`config.mk`:
```
export PLATFORM = sky130hd
export DESIGN_NAME = spi_mult_ctrl
export DESIGN_NICKNAME = d
export VERILOG_FILES = /design/src/rtl/spi_mult_ctrl_pkg.sv /design/src/rtl/spi_bit_counter.sv /design/src/rtl/spi_mult_ctrl.sv
export SDC_FILE = /design/constraint.sdc
export NUM_CORES = 1
export LEC_CHECK = 0
export ABC_AREA = 1
export BUFFER_PORTS_ARGS = -buffer_cell sky130_fd_sc_hd__buf_4
export CAP_MARGIN = 5
export CORE_MARGIN = 8
export CORE_UTILIZATION = 58
export CTS_BUF_LIST = sky130_fd_sc_hd__clkbuf_4 sky130_fd_sc_hd__clkbuf_8
export DETAILED_ROUTE_END_ITERATION = 8
export PLACE_DENSITY = 0.86
export REMOVE_ABC_BUFFERS = 1
export SYNTH_ARGS = -nofsm -noshare
export SYNTH_HDL_FRONTEND = slang
export SYNTH_SLANG_ARGS = --single-unit
```
`constraint.sdc`:
```
create_clock -name clk -period 2.53 [get_ports clk]
set_clock_uncertainty 0.1 [all_clocks]
set_input_delay 0.1265 -clock clk [delete_from_list [all_inputs] [get_ports clk]]
set_output_delay 0.1265 -clock clk [all_outputs]
set_load 0.05 [all_outputs]
```
`src/rtl/spi_mult_ctrl_pkg.sv`:
```
// Shared constants for the SPI multiplier controller: shift-register modes,
// command opcodes, tx parallel-in mux selects and FSM state encoding.
package spi_mult_ctrl_pkg;

  localparam int DATA_W_DEF = 8;

  localparam logic [1:0] MODE_HOLD  = 2'b00;
  localparam logic [1:0] MODE_RIGHT = 2'b01;
  localparam logic [1:0] MODE_LEFT  = 2'b10;
  localparam logic [1:0] MODE_PLOAD = 2'b11;

  localparam logic [7:0] OP_WR_A      = 8'h01;
  localparam logic [7:0] OP_WR_B      = 8'h02;
  localparam logic [7:0] OP_START     = 8'h03;
  localparam logic [7:0] OP_RD_RESULT = 8'h04;
  localparam logic [7:0] OP_RD_STATUS = 8'h05;

  localparam logic [1:0] TXSEL_HI     = 2'b00;
  localparam logic [1:0] TXSEL_LO     = 2'b01;
  localparam logic [1:0] TXSEL_STATUS = 2'b10;

  typedef enum logic [2:0] {
    ST_IDLE     = 3'd0,
    ST_GET_CMD  = 3'd1,
    ST_DECODE   = 3'd2,
    ST_GET_DATA = 3'd3,
    ST_STORE    = 3'd4,
    ST_LOAD_OUT = 3'd5,
    ST_SEND     = 3'd6,
    ST_IGNORE   = 3'd7
  } state_e;

  function automatic logic op_is_write(input logic [7:0] op);
    return (op == OP_WR_A) || (op == OP_WR_B);
  endfunction

endpackage

```
`src/rtl/spi_bit_counter.sv`:
```
// Bit counter shared by the rx and tx paths; o_tc flags the last bit of a byte.
module spi_bit_counter #(
  parameter int CNT_W = 3
) (
  input  logic clk,
  input  logic rst_n,
  input  logic i_clr,
  input  logic i_en,
  output logic o_tc
);

  logic [CNT_W-1:0] r_count;

  // Counter: clear has priority, wraps to zero after the last bit.
  always_ff @(posedge clk or negedge rst_n) begin
    if (!rst_n) begin
      r_count <= '0;
    end else if (i_clr) begin
      r_count <= '0;
    end else if (i_en) begin
      r_count <= r_count + {{(CNT_W-1){1'b0}}, 1'b1};
    end else begin
      r_count <= r_count;
    end
  end

  assign o_tc = (r_count == {CNT_W{1'b1}});

endmodule

```
`src/rtl/spi_mult_ctrl.sv`:
```
// SPI transaction controller: decodes the command byte, steers the rx/tx shift
// registers, strobes operand loads / multiply start and tracks result_valid.
module spi_mult_ctrl
  import spi_mult_ctrl_pkg::*;
#(
  parameter int DATA_W = DATA_W_DEF
) (
  input  logic              clk,
  input  logic              rst_n,
  input  logic              cs_n,
  input  logic              sclk_posedge,
  input  logic              sclk_negedge,
  input  logic [DATA_W-1:0] rx_byte,
  input  logic              mult_done,
  output logic [1:0]        rx_mode,
  output logic              rx_shift_en,
  output logic [1:0]        tx_mode,
  output logic              tx_shift_en,
  output logic [1:0]        tx_sel,
  output logic              load_a,
  output logic              load_b,
  output logic              mult_start,
  output logic              result_valid,
  output logic              miso_oe
);

  localparam int CNT_W = $clog2(DATA_W);
  localparam logic [DATA_W-1:0] C_WR_A      = DATA_W'(OP_WR_A);
  localparam logic [DATA_W-1:0] C_WR_B      = DATA_W'(OP_WR_B);
  localparam logic [DATA_W-1:0] C_START     = DATA_W'(OP_START);
  localparam logic [DATA_W-1:0] C_RD_RESULT = DATA_W'(OP_RD_RESULT);
  localparam logic [DATA_W-1:0] C_RD_STATUS = DATA_W'(OP_RD_STATUS);

  state_e            r_state;
  state_e            w_next;
  logic [DATA_W-1:0] r_op;
  logic [1:0]        r_tx_sel;
  logic              r_skip_neg;
  logic              r_result_valid;
  logic              w_cnt_clr;
  logic              w_cnt_en;
  logic              w_cnt_tc;
  logic              w_mult_start;

  spi_bit_counter #(.CNT_W(CNT_W)) u_cnt (
    .clk   (clk),
    .rst_n (rst_n),
    .i_clr (w_cnt_clr),
    .i_en  (w_cnt_en),
    .o_tc  (w_cnt_tc)
  );

  // State register.
  always_ff @(posedge clk or negedge rst_n) begin
    if (!rst_n) begin
      r_state <= ST_IDLE;
    end else begin
      r_state <= w_next;
    end
  end

  // Latched opcode, tx byte select, and the skip flag for the trailing SCLK fall of the previous byte.
  always_ff @(posedge clk or negedge rst_n) begin
    if (!rst_n) begin
      r_op       <= '0;
      r_tx_sel   <= TXSEL_HI;
      r_skip_neg <= 1'b0;
    end else if (cs_n) begin
      r_op       <= '0;
      r_tx_sel   <= TXSEL_HI;
      r_skip_neg <= 1'b0;
    end else begin
      if (r_state == ST_DECODE) begin
        r_op     <= rx_byte;
        r_tx_sel <= (rx_byte == C_RD_STATUS) ? TXSEL_STATUS : TXSEL_HI;
      end else if ((r_state == ST_SEND) && (w_next == ST_LOAD_OUT)) begin
        r_op     <= r_op;
        r_tx_sel <= TXSEL_LO;
      end else begin
        r_op     <= r_op;
        r_tx_sel <= r_tx_sel;
      end
      if (r_state == ST_LOAD_OUT) begin
        r_skip_neg <= 1'b1;
      end else if ((r_state == ST_SEND) && sclk_negedge) begin
        r_skip_neg <= 1'b0;
      end else begin
        r_skip_neg <= r_skip_neg;
      end
    end
  end

  // result_valid: a new start outranks a coincident done.
  always_ff @(posedge clk or negedge rst_n) begin
    if (!rst_n) begin
      r_result_valid <= 1'b0;
    end else if (w_mult_start) begin
      r_result_valid <= 1'b0;
    end else if (mult_done) begin
      r_result_valid <= 1'b1;
    end else begin
      r_result_valid <= r_result_valid;
    end
  end

  // Next-state and output decode; chip select high overrides everything.
  always_comb begin
    w_next       = r_state;
    rx_mode      = MODE_HOLD;
    rx_shift_en  = 1'b0;
    tx_mode      = MODE_HOLD;
    tx_shift_en  = 1'b0;
    load_a       = 1'b0;
    load_b       = 1'b0;
    w_mult_start = 1'b0;
    miso_oe      = 1'b0;
    w_cnt_clr    = 1'b1;
    w_cnt_en     = 1'b0;
    if (cs_n) begin
      w_next = ST_IDLE;
    end else begin
      case (r_state)
        ST_IDLE: w_next = ST_GET_CMD;
        ST_GET_CMD, ST_GET_DATA: begin
          rx_mode     = MODE_LEFT;
          rx_shift_en = sclk_posedge;
          w_cnt_clr   = 1'b0;
          w_cnt_en    = sclk_posedge;
          if (sclk_posedge && w_cnt_tc) begin
            w_next = (r_state == ST_GET_CMD) ? ST_DECODE : ST_STORE;
          end else begin
            w_next = r_state;
          end
        end
        ST_DECODE: begin
          if ((rx_byte == C_WR_A) || (rx_byte == C_WR_B)) begin
            w_next = ST_GET_DATA;
          end else if (rx_byte == C_START) begin
            w_mult_start = 1'b1;
            w_next       = ST_IGNORE;
          end else if ((rx_byte == C_RD_RESULT) || (rx_byte == C_RD_STATUS)) begin
            w_next = ST_LOAD_OUT;
          end else begin
            w_next = ST_IGNORE;
          end
        end
        ST_STORE: begin
          load_a = (r_op == C_WR_A);
          load_b = (r_op == C_WR_B);
          w_next = ST_IGNORE;
        end
        ST_LOAD_OUT: begin
          tx_mode     = MODE_PLOAD;
          tx_shift_en = 1'b1;
          miso_oe     = 1'b1;
          w_next      = ST_SEND;
        end
        ST_SEND: begin
          miso_oe     = 1'b1;
          tx_mode     = MODE_LEFT;
          tx_shift_en = sclk_negedge && !r_skip_neg;
          w_cnt_clr   = 1'b0;
          w_cnt_en    = sclk_posedge;
          if (sclk_posedge && w_cnt_tc) begin
            if ((r_op == C_RD_RESULT) && (r_tx_sel == TXSEL_HI)) begin
              w_next = ST_LOAD_OUT;
            end else begin
              w_next = ST_IGNORE;
            end
          end else begin
            w_next = ST_SEND;
          end
        end
        ST_IGNORE: w_next = ST_IGNORE;
        default:   w_next = ST_IDLE;
      endcase
    end
  end

  assign mult_start   = w_mult_start;
  assign result_valid = r_result_valid;
  assign tx_sel       = r_tx_sel;

endmodule

```
==> summary.md, run 1 <==
| Metric | Value |
|---|---|
| Vias per cell | 5.15 |
| Crit path DAT | 1.77 ns |
| FFs w/ async S/R, synth | 1.00 |
| Core ar. | 0.00171 sq mm |
| DP Cell Count | 185 |
| Largest stage delay, worst path | 0.41 ns |
| First-pass GRT wire length | 4130 um |
| # fillers | 121 |
| Antenna violations before repair | 0 |
| Commonest non-fill, non-tap cells in the layout | 33 x nand2_1, 25 x buf_4, 21 x nor2_1 |
| Pre-CTS setup slack | 0.854 ns |
| Number of global-route vias before repair | 944 |
| Max VDD drop | 0.384 mV |
| Busiest grt layer | met2 |
| Max_cap viols | 0 |
| Fin. max-slew vios | 0 |
| Chip Width | 58.4 um |
| Final Cycle Share | 0.790 |
| Fin util | 0.782 |
| CP startpoint kind | flop |
| IO Count | 27 |
| Placed cell areas | 0.00122 sq mm |
| R2R Path End | tx_sel[0] |
| Skew-Pair Late Insertion Delay | 0.29 ns |
| Crit path capture | mult_start |
| GPL Wtd Cong | 0.876 |
| WP buf/inv | 3 |
| Syn Area/Cell | 7.39 sq um |
| Most used cell, CP | inv_1 |
| Setup violations, final | 0 |
| Die area | 0.00341 sq mm |
| Final Hold Violating Endpoints | 0 |
| Pwr Density | 399 mW/mm^2 |
| Post-synth top flop | dfrtp_1 |
| Static Leak | 0.657 nW |
| Final ANT Viol Nets | 0 |
| Total global-route track usage | 0.149 |
| Initial DRC count | 36 |
| Share of cells above drive strength 1 | 0.209 |
| Htree depth | 1 |
| CTS tree | yes |
| EDFF count, synth | 0 |
| CP startpoint | r_state[2] |
| Met3 Use GR | 0.0391 |
| WL/cell | 12.1 um |
| Worst hold path class | input pin to flop |
| GR Layer Usage met1 | 0.188 |
| Yosys reg bits | 18 |
| Via count | 1015 |
| Crit path cell chain | inv_1 > nand2_2 > nor2_4 > inv_1 > nor3_2 > buf_4 |
| Setup TNS | 0 ns |
| Port bufs | 25 |
| Diodes inserted | 0 |
| Post-DP HPWL | 1870 um |
| Grt met2 use | 0.241 |
| Drt pass-1 iters | 7 |
| FF-to-FF Start | u_cnt.r_count[0] |
| Site Rows | 15 |
| Clk sinks | 18 |
| # hold bufs at CTS | 8 |
| Initial Utilization | 0.610 |
| Crit path required time | 2.30 ns |
| Non-filler cells, final | 197 |
| Warnings from Yosys | 0 |
| Min Tclk post-route | 2.00 ns |
| Worst Setup End Kind | output port |
| Hold path start | sclk_posedge |
| Crit-path slowest cell | dfrtp_1 |
| FF-to-FF setup slack | 0.84 ns |
| Delay-heaviest family, CP | simple AND/OR/NAND/NOR gates |
| Status | complete, no violations |
| Most common cell after layout, fill and taps aside | nand2_1 |
| Fmax | 500 MHz |
| Postcts setup bufs | 0 |
| Fin nets | 189 |
| Maximum clock path buffer count | 2 |
| Fin area | 0.00134 sq mm |
| Post_cts resized | 0 |
| Setup ws final | 0.530 ns |
| Register area share after synthesis | 0.432 |
| CTS Buf Count | 3 |
| Crit. path cell count | 6 |
| Layout area overhead | 28.2% |
| Synth cell types | 24 |
| Syn Inst Count | 141 |
| RSZ-0062 raised after global routing | false |
| Root buf cell | clkbuf_4 |
| Largest net degree at the start of global routing | 19 |
| Clock transition at path regs | 0.10 ns |
| Drt total wl | 2390 um |
| R2R depth | 10 |
| # DRC | 0 |
| Synth Cell Area | 0.00104 sq mm |
| Die height | 58.4 um |
| GR Overflow Total | 0 |
| WS Path Type | flop to output port |
| CP Max Fanout | 11 |
-- cells by family after synthesis --
family,count (synthesis),synth area share
AOI/OAI and AO/OA,17,0.0888
DFF,18,0.432
buffers and inverters,22,0.0972
xor gates and xnor gates,2,0.0168
adders and majority gates,2,0.0240
and+or+nand+nor,79,0.337
other,1,0.00360
-- state kept, by name, summed over array words and instances (netlist names) --
signal,flops
r_skip_neg,1
tx_sel,2
r_op,8
u_cnt.r_count,3
result_valid,1
r_state,3
-- how the worst min path moves through the flow --
stage | endpoint | slack (ns) | depth (start not counted)
global placement | r_state[0] | -0.1 | 1
global route | u_cnt.r_count[2] | 0.04 | 3
floorplan | r_op[0] | -0.27 | 0
finish | u_cnt.r_count[2] | 0.02 | 3
detailed placement | r_state[0] | -0.09 | 1
CTS | u_cnt.r_count[2] | 0.02 | 3
-- layer usage --
metal / vias up / part of all wire / routed length, um
met1: 463 / 0.44 / 1050
met4: 0 / 0.012 / 28
met5: - / 0 / 0
met3: 4 / 0.087 / 208
met2: 41 / 0.46 / 1100
li1: 507 / - / -
-- worst register-to-register path: stages (launching register included) --
cell	delay [ns]
dfrtp_1	0.41
ha_1	0.21
ha_1	0.22
nand2_1	0.11
nand2_1	0.06
a21oi_1	0.16
nor2_1	0.06
nand2_1	0.06
nand2_1	0.06
nand2_1	0.09
a21oi_2	0.05
-- cell usage after synthesis (all sizes together), types with 2 or more instances --
| cell | number | area share |
|---|---|---|
| a21oi | 9 | 0.047 |
| buf | 6 | 0.040 |
| dfrtp | 18 | 0.43 |
| ha | 2 | 0.024 |
| inv | 16 | 0.058 |
| nand2 | 34 | 0.12 |
| nand3 | 14 | 0.067 |
| nor2 | 24 | 0.10 |
| nor3 | 5 | 0.029 |
| o21ai | 6 | 0.029 |
| xnor2 | 2 | 0.017 |
-- power by group --
group | switching, mW | internal, mW | leakage, nW
clock | 0.0859 | 0.0876 | 0.0210
combinational | 0.0379 | 0.0293 | 0.392
sequential | 0.00263 | 0.289 | 0.243
total | 0.126 | 0.406 | 0.657
-- area by class of cell --
class / count / area (sq um) / share of cell area
flip-flops and latches: 18 / 450 / 0.337
well taps: 25 / 31.3 / 0.0234
inverters: 16 / 60.1 / 0.0449
clock buffers: 4 / 36.3 / 0.0272
multi-input cells: 101 / 490 / 0.367
repair buffers: 33 / 268 / 0.200
-- per-stage QoR --
| step | hold slack [ns] | total power, mW |
|---|---|---|
| 3_5_place_dp | -0.0949 | 0.355 |
| 2_1_floorplan | -0.269 | 0.322 |
| 6_report | 0.0234 | 0.533 |
| 4_1_cts | 0.0156 | 0.538 |
| 3_3_place_gp | -0.0981 | 0.354 |
| 5_1_grt | 0.0400 | 0.555 |
Power figures use the tool's default switching activity.
==> run 2: changes to the inputs <==
--- a/config.mk
+++ b/config.mk
@@ -5,14 +5,14 @@
 export SDC_FILE = /design/constraint.sdc
 export NUM_CORES = 1
 export LEC_CHECK = 0
-export ABC_AREA = 1
+export ABC_AREA = 0
 export BUFFER_PORTS_ARGS = -buffer_cell sky130_fd_sc_hd__buf_4
 export CAP_MARGIN = 5
 export CORE_MARGIN = 8
-export CORE_UTILIZATION = 58
+export CORE_UTILIZATION = 54
 export CTS_BUF_LIST = sky130_fd_sc_hd__clkbuf_4 sky130_fd_sc_hd__clkbuf_8
 export DETAILED_ROUTE_END_ITERATION = 8
-export PLACE_DENSITY = 0.86
+export PLACE_DENSITY = 0.81
 export REMOVE_ABC_BUFFERS = 1
 export SYNTH_ARGS = -nofsm -noshare
 export SYNTH_HDL_FRONTEND = slang
==> constraint.sdc (replaced) <==
create_clock -name clk -period 2 [get_ports clk]
set_clock_uncertainty 0.1 [all_clocks]
set_input_delay 0.1 -clock clk [delete_from_list [all_inputs] [get_ports clk]]
set_output_delay 0.1 -clock clk [all_outputs]
set_load 0.05 [all_outputs]
==> run 2 against run 1 <==
Compared with the run above:
- the flow now finishes with violations (setup timing)
- sequential share of layout area fell by 2.3 points
- cell count fell by 8.6%
- non-clock buffer count rose by 9
- first-iteration DRC count rose by 8.3%
- wire length rose by 18%
- clock power fell by 3%
==> summary.md, run 2 <==
| Metric | Value |
|---|---|
| Status | finished, violations left |
| Violated checks | setup timing |
| Cell with the most instances after synthesis | nand2_1 |
| Busiest grt layer | met2 |
| Worst hold stages | 3 |
| Pwr Total | 638 uW |
| Die height | 60.2 um |
| Number of global-route vias before repair | 1050 |
| Yosys reg bits | 18 |
| FF-to-FF setup slack | 0.29 ns |
| Commonest non-fill, non-tap cells in the layout | 27 x buf_4, 21 x nand2_1, 18 x dfrtp_1 |
| Clock transition at path regs | 0.09 ns |
| WL/cell | 15.7 um |
| R2R Path End | r_state[1] |
| Warnings from Yosys | 0 |
| Largest regs | r_op x8, r_state x3, u_cnt.r_count x3 |
| Share of the synthesized area in the top cell type | 0.428 |
| Syn Inst Count | 117 |
| Crit path DAT | 1.82 ns |
| Final ANT Viol Nets | 0 |
| R2R depth | 5 |
| Site Rows | 16 |
| Fmax | 494 MHz |
| Hold path start | cs_n |
| Pwr Density | 445 mW/mm^2 |
| # DRC | 0 |
| Post-synth top flop | dfrtp_1 |
| First-pass GRT wire length | 4580 um |
| Chip Width | 60.2 um |
| Drt total wl | 2820 um |
| FFs w/ async S/R, synth | 1.00 |
| Register area | 450 sq um |
| Port bufs | 25 |
| RSZ-0062 raised after global routing | true |
| Post-Synth Simple-Gate Area | 0.315 |
| Largest family of logic cells by synthesized area | simple AND/OR/NAND/NOR gates |
| Register area share after synthesis | 0.428 |
| Setup violations, final | 2 |
| CP Max Fanout | 3 |
| EDFF count, synth | 0 |
| # fillers | 129 |
| Fin util | 0.755 |
| Antenna violations before repair | 0 |
| GPL Wtd Cong | 0.889 |
| FF-to-FF Start | u_cnt.r_count[0] |
| Largest net degree at the start of global routing | 19 |
| Worst-Margin Slew | 0.544 ns |
| Root buf cell | clkbuf_4 |
| Skew-Pair Late Insertion Delay | 0.28 ns |
| Vias per cell | 5.77 |
| Share of cells above drive strength 1 | 0.248 |
| Final Hold Violating Endpoints | 0 |
| Pre-CTS setup slack | 0.249 ns |
| Commonest cells in the netlist | 21 x nand2_1, 18 x dfrtp_1, 16 x a21oi_1 |
| Non-filler cells, final | 180 |
| Post-DP HPWL | 1990 um |
| CP startpoint kind | flop |
| Synth top area cells | dfrtp_1 43%, a21oi_1 7.6%, nand2_1 7.5% |
| Htree depth | 1 |
| Synth Area in XOR/XNOR | 0.0166 |
| Crit path required time | 1.80 ns |
| Max reg flops | 8 |
| Min Tclk post-route | 2.02 ns |
| Die area | 0.00362 sq mm |
| Initial Utilization | 0.554 |
| Mux cell area share after synthesis | 0.0285 |
| Max_cap viols | 0 |
| WHS Endpoint | r_state[0] |
| Max VDD drop | 0.451 mV |
| Clk sinks | 18 |
| IO Count | 27 |
| DP Cell Count | 164 |
| Most common cell after layout, fill and taps aside | buf_4 |
| Static Leak | 0.653 nW |
| WS Path Type | flop to output port |
| Core ar. | 0.00190 sq mm |
| Maximum clock path buffer count | 2 |
| Initial DRC count | 39 |
| Setup ws final | -0.0238 ns |
| Syn Area/Cell | 9.00 sq um |
| Compound-Gate Fraction of Synth Area | 0.132 |
| Diodes inserted | 0 |
| Fin nets | 171 |
| Post-Synth Adder-Cell Area | 0.0238 |
| CP startpoint | r_op[4] |
| CTS Buf Count | 3 |
| Synth Cell Area | 0.00105 sq mm |
| Fin. max-slew vios | 0 |
| Area taken by multi-input logic gates | 564 sq um |
| Post-synth top area cell | dfrtp_1 |
| Final Cycle Share | 1.01 |
| Grt met2 use | 0.287 |
| CTS tree | yes |
| Drt pass-1 iters | 4 |
| Total global-route track usage | 0.164 |
| Met3 Use GR | 0.0366 |
| Top reg by flops | r_op |
| GR Layer Usage met1 | 0.191 |
| Worst hold path class | input pin to flop |
| Layout area overhead | 36.2% |
| Via count | 1038 |
| Worst Setup End Kind | output port |
| Synth cell types | 38 |
| GR Overflow Total | 0 |
| Slew headroom | 0.636 |
==> run 2: changes by cell type in the layout (fill, tap and decap cells not counted), moves of 3 or more <==
| cell | previous run | this run |
|---|---|---|
| inv_1 | 15 | 2 |
| nor4b_1 | 0 | 3 |
| dlygate4sd3_1 | 8 | 12 |
| mux2i_1 | 0 | 3 |
| nand3b_1 | 0 | 3 |
| buf_6 | 0 | 3 |
| nand2_1 | 33 | 21 |
| o21ai_0 | 6 | 1 |
| a21oi_1 | 8 | 16 |
| nand3_1 | 14 | 1 |
| nor2_1 | 21 | 5 |
==> run 2: final cells by class <==
type / instances / share of cell area
Timing Repair Buffer: 42 / 0.248
Clock buffer: 3 / 0.0157
Inverter: 2 / 0.00523
Sequential cell: 18 / 0.314
Tap cell: 27 / 0.0235
Multi-Input combinational cell: 88 / 0.393
==> run 2: power breakdown <==
group,internal (mW),switching (mW)
Sequential,0.367,0.00199
Combinational,0.0480,0.0539
Clock,0.0698,0.0979
==> run 2: kinds of logic after synthesis <==
kind of cell,Yosys count
buf+inv,11
xor+xnor,2
fa+ha+maj,2
other cells,1
mux,3
simple gates,57
flops,18
compound gates,23
==> run 2: how the worst max path moves through the flow <==
stage               endpoint  slack, ns  depth (start not counted)
floorplan            miso_oe      -0.37                          2
global placement      load_a       0.28                          4
detailed placement    load_a       0.25                          4
CTS                   load_a      -0.04                          4
global route          load_a      -0.13                          4
finish                load_b      -0.02                          4
==> run 2: worst max-delay path: stages, from the launching register on <==
cell and delay, ns:
dfrtp_1 0.42, or4_4 0.53, nor4_4 0.23, and3b_1 0.20
buf_6 0.16
==> run 2: repair_timing <==
item / in CTS / in global routing
hold buffers: 12 / 0
resized for setup: 2 / 4
pin swaps: 3 / 4
buffers inserted: 0 / 1
endpoints found under the setup margin: 2 / 3
hold endpoints to repair: 27 / 0
==> run 2: metrics by stage <==
stage                     cell area, sq um  setup TNS [ns]  hold slack (ns)
after floorplan                       1000           -1.17           -0.296
after detailed placement              1260               0           -0.119
after global routing                  1440          -0.240          0.00375
final                                 1440         -0.0469           0.0229
after global placement                1260               0           -0.121
after CTS                             1410         -0.0849          0.00166
==> run 2: per-layer routing <==
layer / vias to the layer above / share of wire
met3: 4 / 0.068
met5: - / 0
met1: 507 / 0.41
met2: 42 / 0.51
li1: 485 / -
met4: 0 / 0.0089
==> run 3: changes to the inputs <==
==> constraint.sdc (replaced) <==
create_clock -name clk -period 1.9 [get_ports clk]
set_clock_uncertainty 0.1 [all_clocks]
set_input_delay 0.095 -clock clk [delete_from_list [all_inputs] [get_ports clk]]
set_output_delay 0.095 -clock clk [all_outputs]
set_load 0.05 [all_outputs]
==> run 3 against run 2 <==
Compared with the run above:
- the run still ends with setup timing left
- worst setup slack lost 0.066 ns
- critical path depth did not move
- register-to-register slack got worse by 0.11 ns
- final area down 0.70%
- global-route usage is 1.2 points higher
- combinational power increased by 6%
- critical path type unchanged
- largest power group unchanged
- largest cell class unchanged
- power rose by 5.8%
- die area stayed put
- critical endpoint is now load_a
- wire length increased by 1.4%
- via count shrank 1.1%
==> summary.md, run 3 (synthesis gave the netlist of run 2 again) <==
| Metric | Value |
|---|---|
| CP startpoint | r_state[0] |
| DP Cell Count | 164 |
| Pwr Density | 473 mW/mm^2 |
| # DRC | 0 |
| Maximum clock path buffer count | 2 |
| R2R Path End | r_state[1] |
| Largest stage delay, worst path | 0.53 ns |
| Fin Hold WS | 0.0300 ns |
| Worst hold path class | input pin to flop |
| Htree depth | 1 |
| Most common cell after layout, fill and taps aside | buf_4 |
| Clock transition at path regs | 0.10 ns |
| CTS tree | yes |
| CP Max Fanout | 2 |
| Drt pass-1 iters | 4 |
| Max_cap viols | 0 |
| GPL Wtd Cong | 0.857 |
| Max VDD drop | 0.416 mV |
| GR Overflow Total | 0 |
| Root buf cell | clkbuf_4 |
| Fin nets | 170 |
| Crit path required time | 1.70 ns |
| Die height | 60.2 um |
| Port bufs | 25 |
| Setup violations, final | 2 |
| Initial Utilization | 0.554 |
| Via count | 1027 |
| Fin. max-slew vios | 0 |
| Core ar. | 0.00190 sq mm |
| Final Cycle Share | 1.05 |
| Largest net degree at the start of global routing | 19 |
| Final ANT Viol Nets | 0 |
| Share of cells above drive strength 1 | 0.250 |
| Worst Setup End Kind | output port |
| Postcts setup bufs | 0 |
| Diodes inserted | 0 |
| Initial DRC count | 26 |
| Total global-route track usage | 0.175 |
| Hold path start | cs_n |
| Commonest non-fill, non-tap cells in the layout | 27 x buf_4, 21 x nand2_1, 18 x dfrtp_1 |
| First-pass GRT wire length | 4870 um |
| Max reg flops | 8 |
| Clk sinks | 18 |
| Worst-Margin Slew | 0.573 ns |
| IO Count | 27 |
| Setup ws final | -0.0901 ns |
| Chip Width | 60.2 um |
| Crit path cell chain | or4b_4 > nor4_4 > and3b_1 > buf_6 |
| FF-to-FF setup slack | 0.18 ns |
| Status | finished, violations left |
| CP startpoint kind | flop |
| Top reg by flops | r_op |
| CTS Buf Count | 3 |
| RSZ-0062 raised after global routing | true |
| FF-to-FF Start | u_cnt.r_count[0] |
| Crit path capture | load_a |
| Crit path DAT | 1.80 ns |
| WS Path Type | flop to output port |
| Drt total wl | 2860 um |
| Static Leak | 0.650 nW |
| Antenna violations before repair | 0 |
| WL/cell | 16.0 um |
| Violated checks | setup timing |
| Number of global-route vias before repair | 1080 |
| Crit-path slowest cell | or4b_4 |
| Non-filler cells, final | 179 |
| R2R depth | 5 |
| Slew headroom | 0.617 |
| Min Tclk post-route | 1.99 ns |
| # fillers | 143 |
| Layout area overhead | 35.3% |
| Skew-Pair Late Insertion Delay | 0.28 ns |
| Final Hold Violating Endpoints | 0 |
| Site Rows | 16 |
| Vias per cell | 5.74 |
| Largest regs | r_op x8, r_state x3, u_cnt.r_count x3 |
| Die area | 0.00362 sq mm |
| Fmax | 502 MHz |
| Setup TNS | -0.169 ns |
| Post-DP HPWL | 2000 um |
[run 3: cell types whose count changed in the layout (fill, tap and decap cells not counted)]
cell | before | now
nor3_2 | 1 | 0
or3b_4 | 0 | 1
nor3_1 | 2 | 3
or4b_1 | 1 | 0
or3b_1 | 1 | 0
buf_6 | 3 | 2
or4b_4 | 0 | 1
[run 3: layer usage]
metal,track usage,up-vias,wire length [um]
met5,0,-,0
met3,0.0258,2,165
met2,0.314,35,1500
li1,-,481,-
met1,0.203,509,1180
met4,0.0612,0,12
[run 3: worst min path at each step]
stage | to | slack (ns) | cells past startpoint
2_1_floorplan | r_op[0] | -0.30 | 0
3_3_place_gp | r_state[0] | -0.12 | 1
3_5_place_dp | r_state[2] | -0.12 | 1
4_1_cts | r_state[0] | 0.02 | 3
5_1_grt | r_state[0] | 0.03 | 3
6_report | r_state[0] | 0.03 | 3
[run 3: per-stage QoR]
| stage | power [mW] | utilization | worst slack [ns] | cell area, sq um |
|---|---|---|---|---|
| floorplan | 0.430 | - | -0.465 | 1000 |
| global placement | 0.480 | 0.661 | 0.198 | 1260 |
| detailed placement | 0.482 | 0.661 | 0.157 | 1260 |
| CTS | 0.684 | 0.747 | -0.123 | 1420 |
| global route | 0.706 | 0.749 | -0.169 | 1430 |
| finish | 0.675 | 0.749 | -0.0901 | 1430 |
[run 3: worst max-delay path, delay by kind of cell, from the launching register on]
family	cells	cell delay [ns]
DFF	1	0.40
buffers and inverters	1	0.16
and+or+nand+nor	3	0.95
[run 3: final cells by class]
cell class,count,area [sq um],share of cell area
well taps,27,33.8,0.0237
flip-flops and latches,18,450,0.316
multi-input cells,88,566,0.397
repair buffers,41,345,0.242
inverters,2,7.51,0.00527
clock buffers,3,22.5,0.0158
[run 3: power by group]
group | internal [mW] | switching (mW)
logic | 0.0506 | 0.0571
registers | 0.386 | 0.00210
clock network | 0.0735 | 0.106
total | 0.510 | 0.165
[run 3: repair_timing]
action | in CTS | in global routing
pin swaps | 2 | 2
endpoints found under the setup margin | 3 | 3
hold endpoints to repair | 28 | 0
resized for setup | 5 | 1
hold buffers | 12 | 0
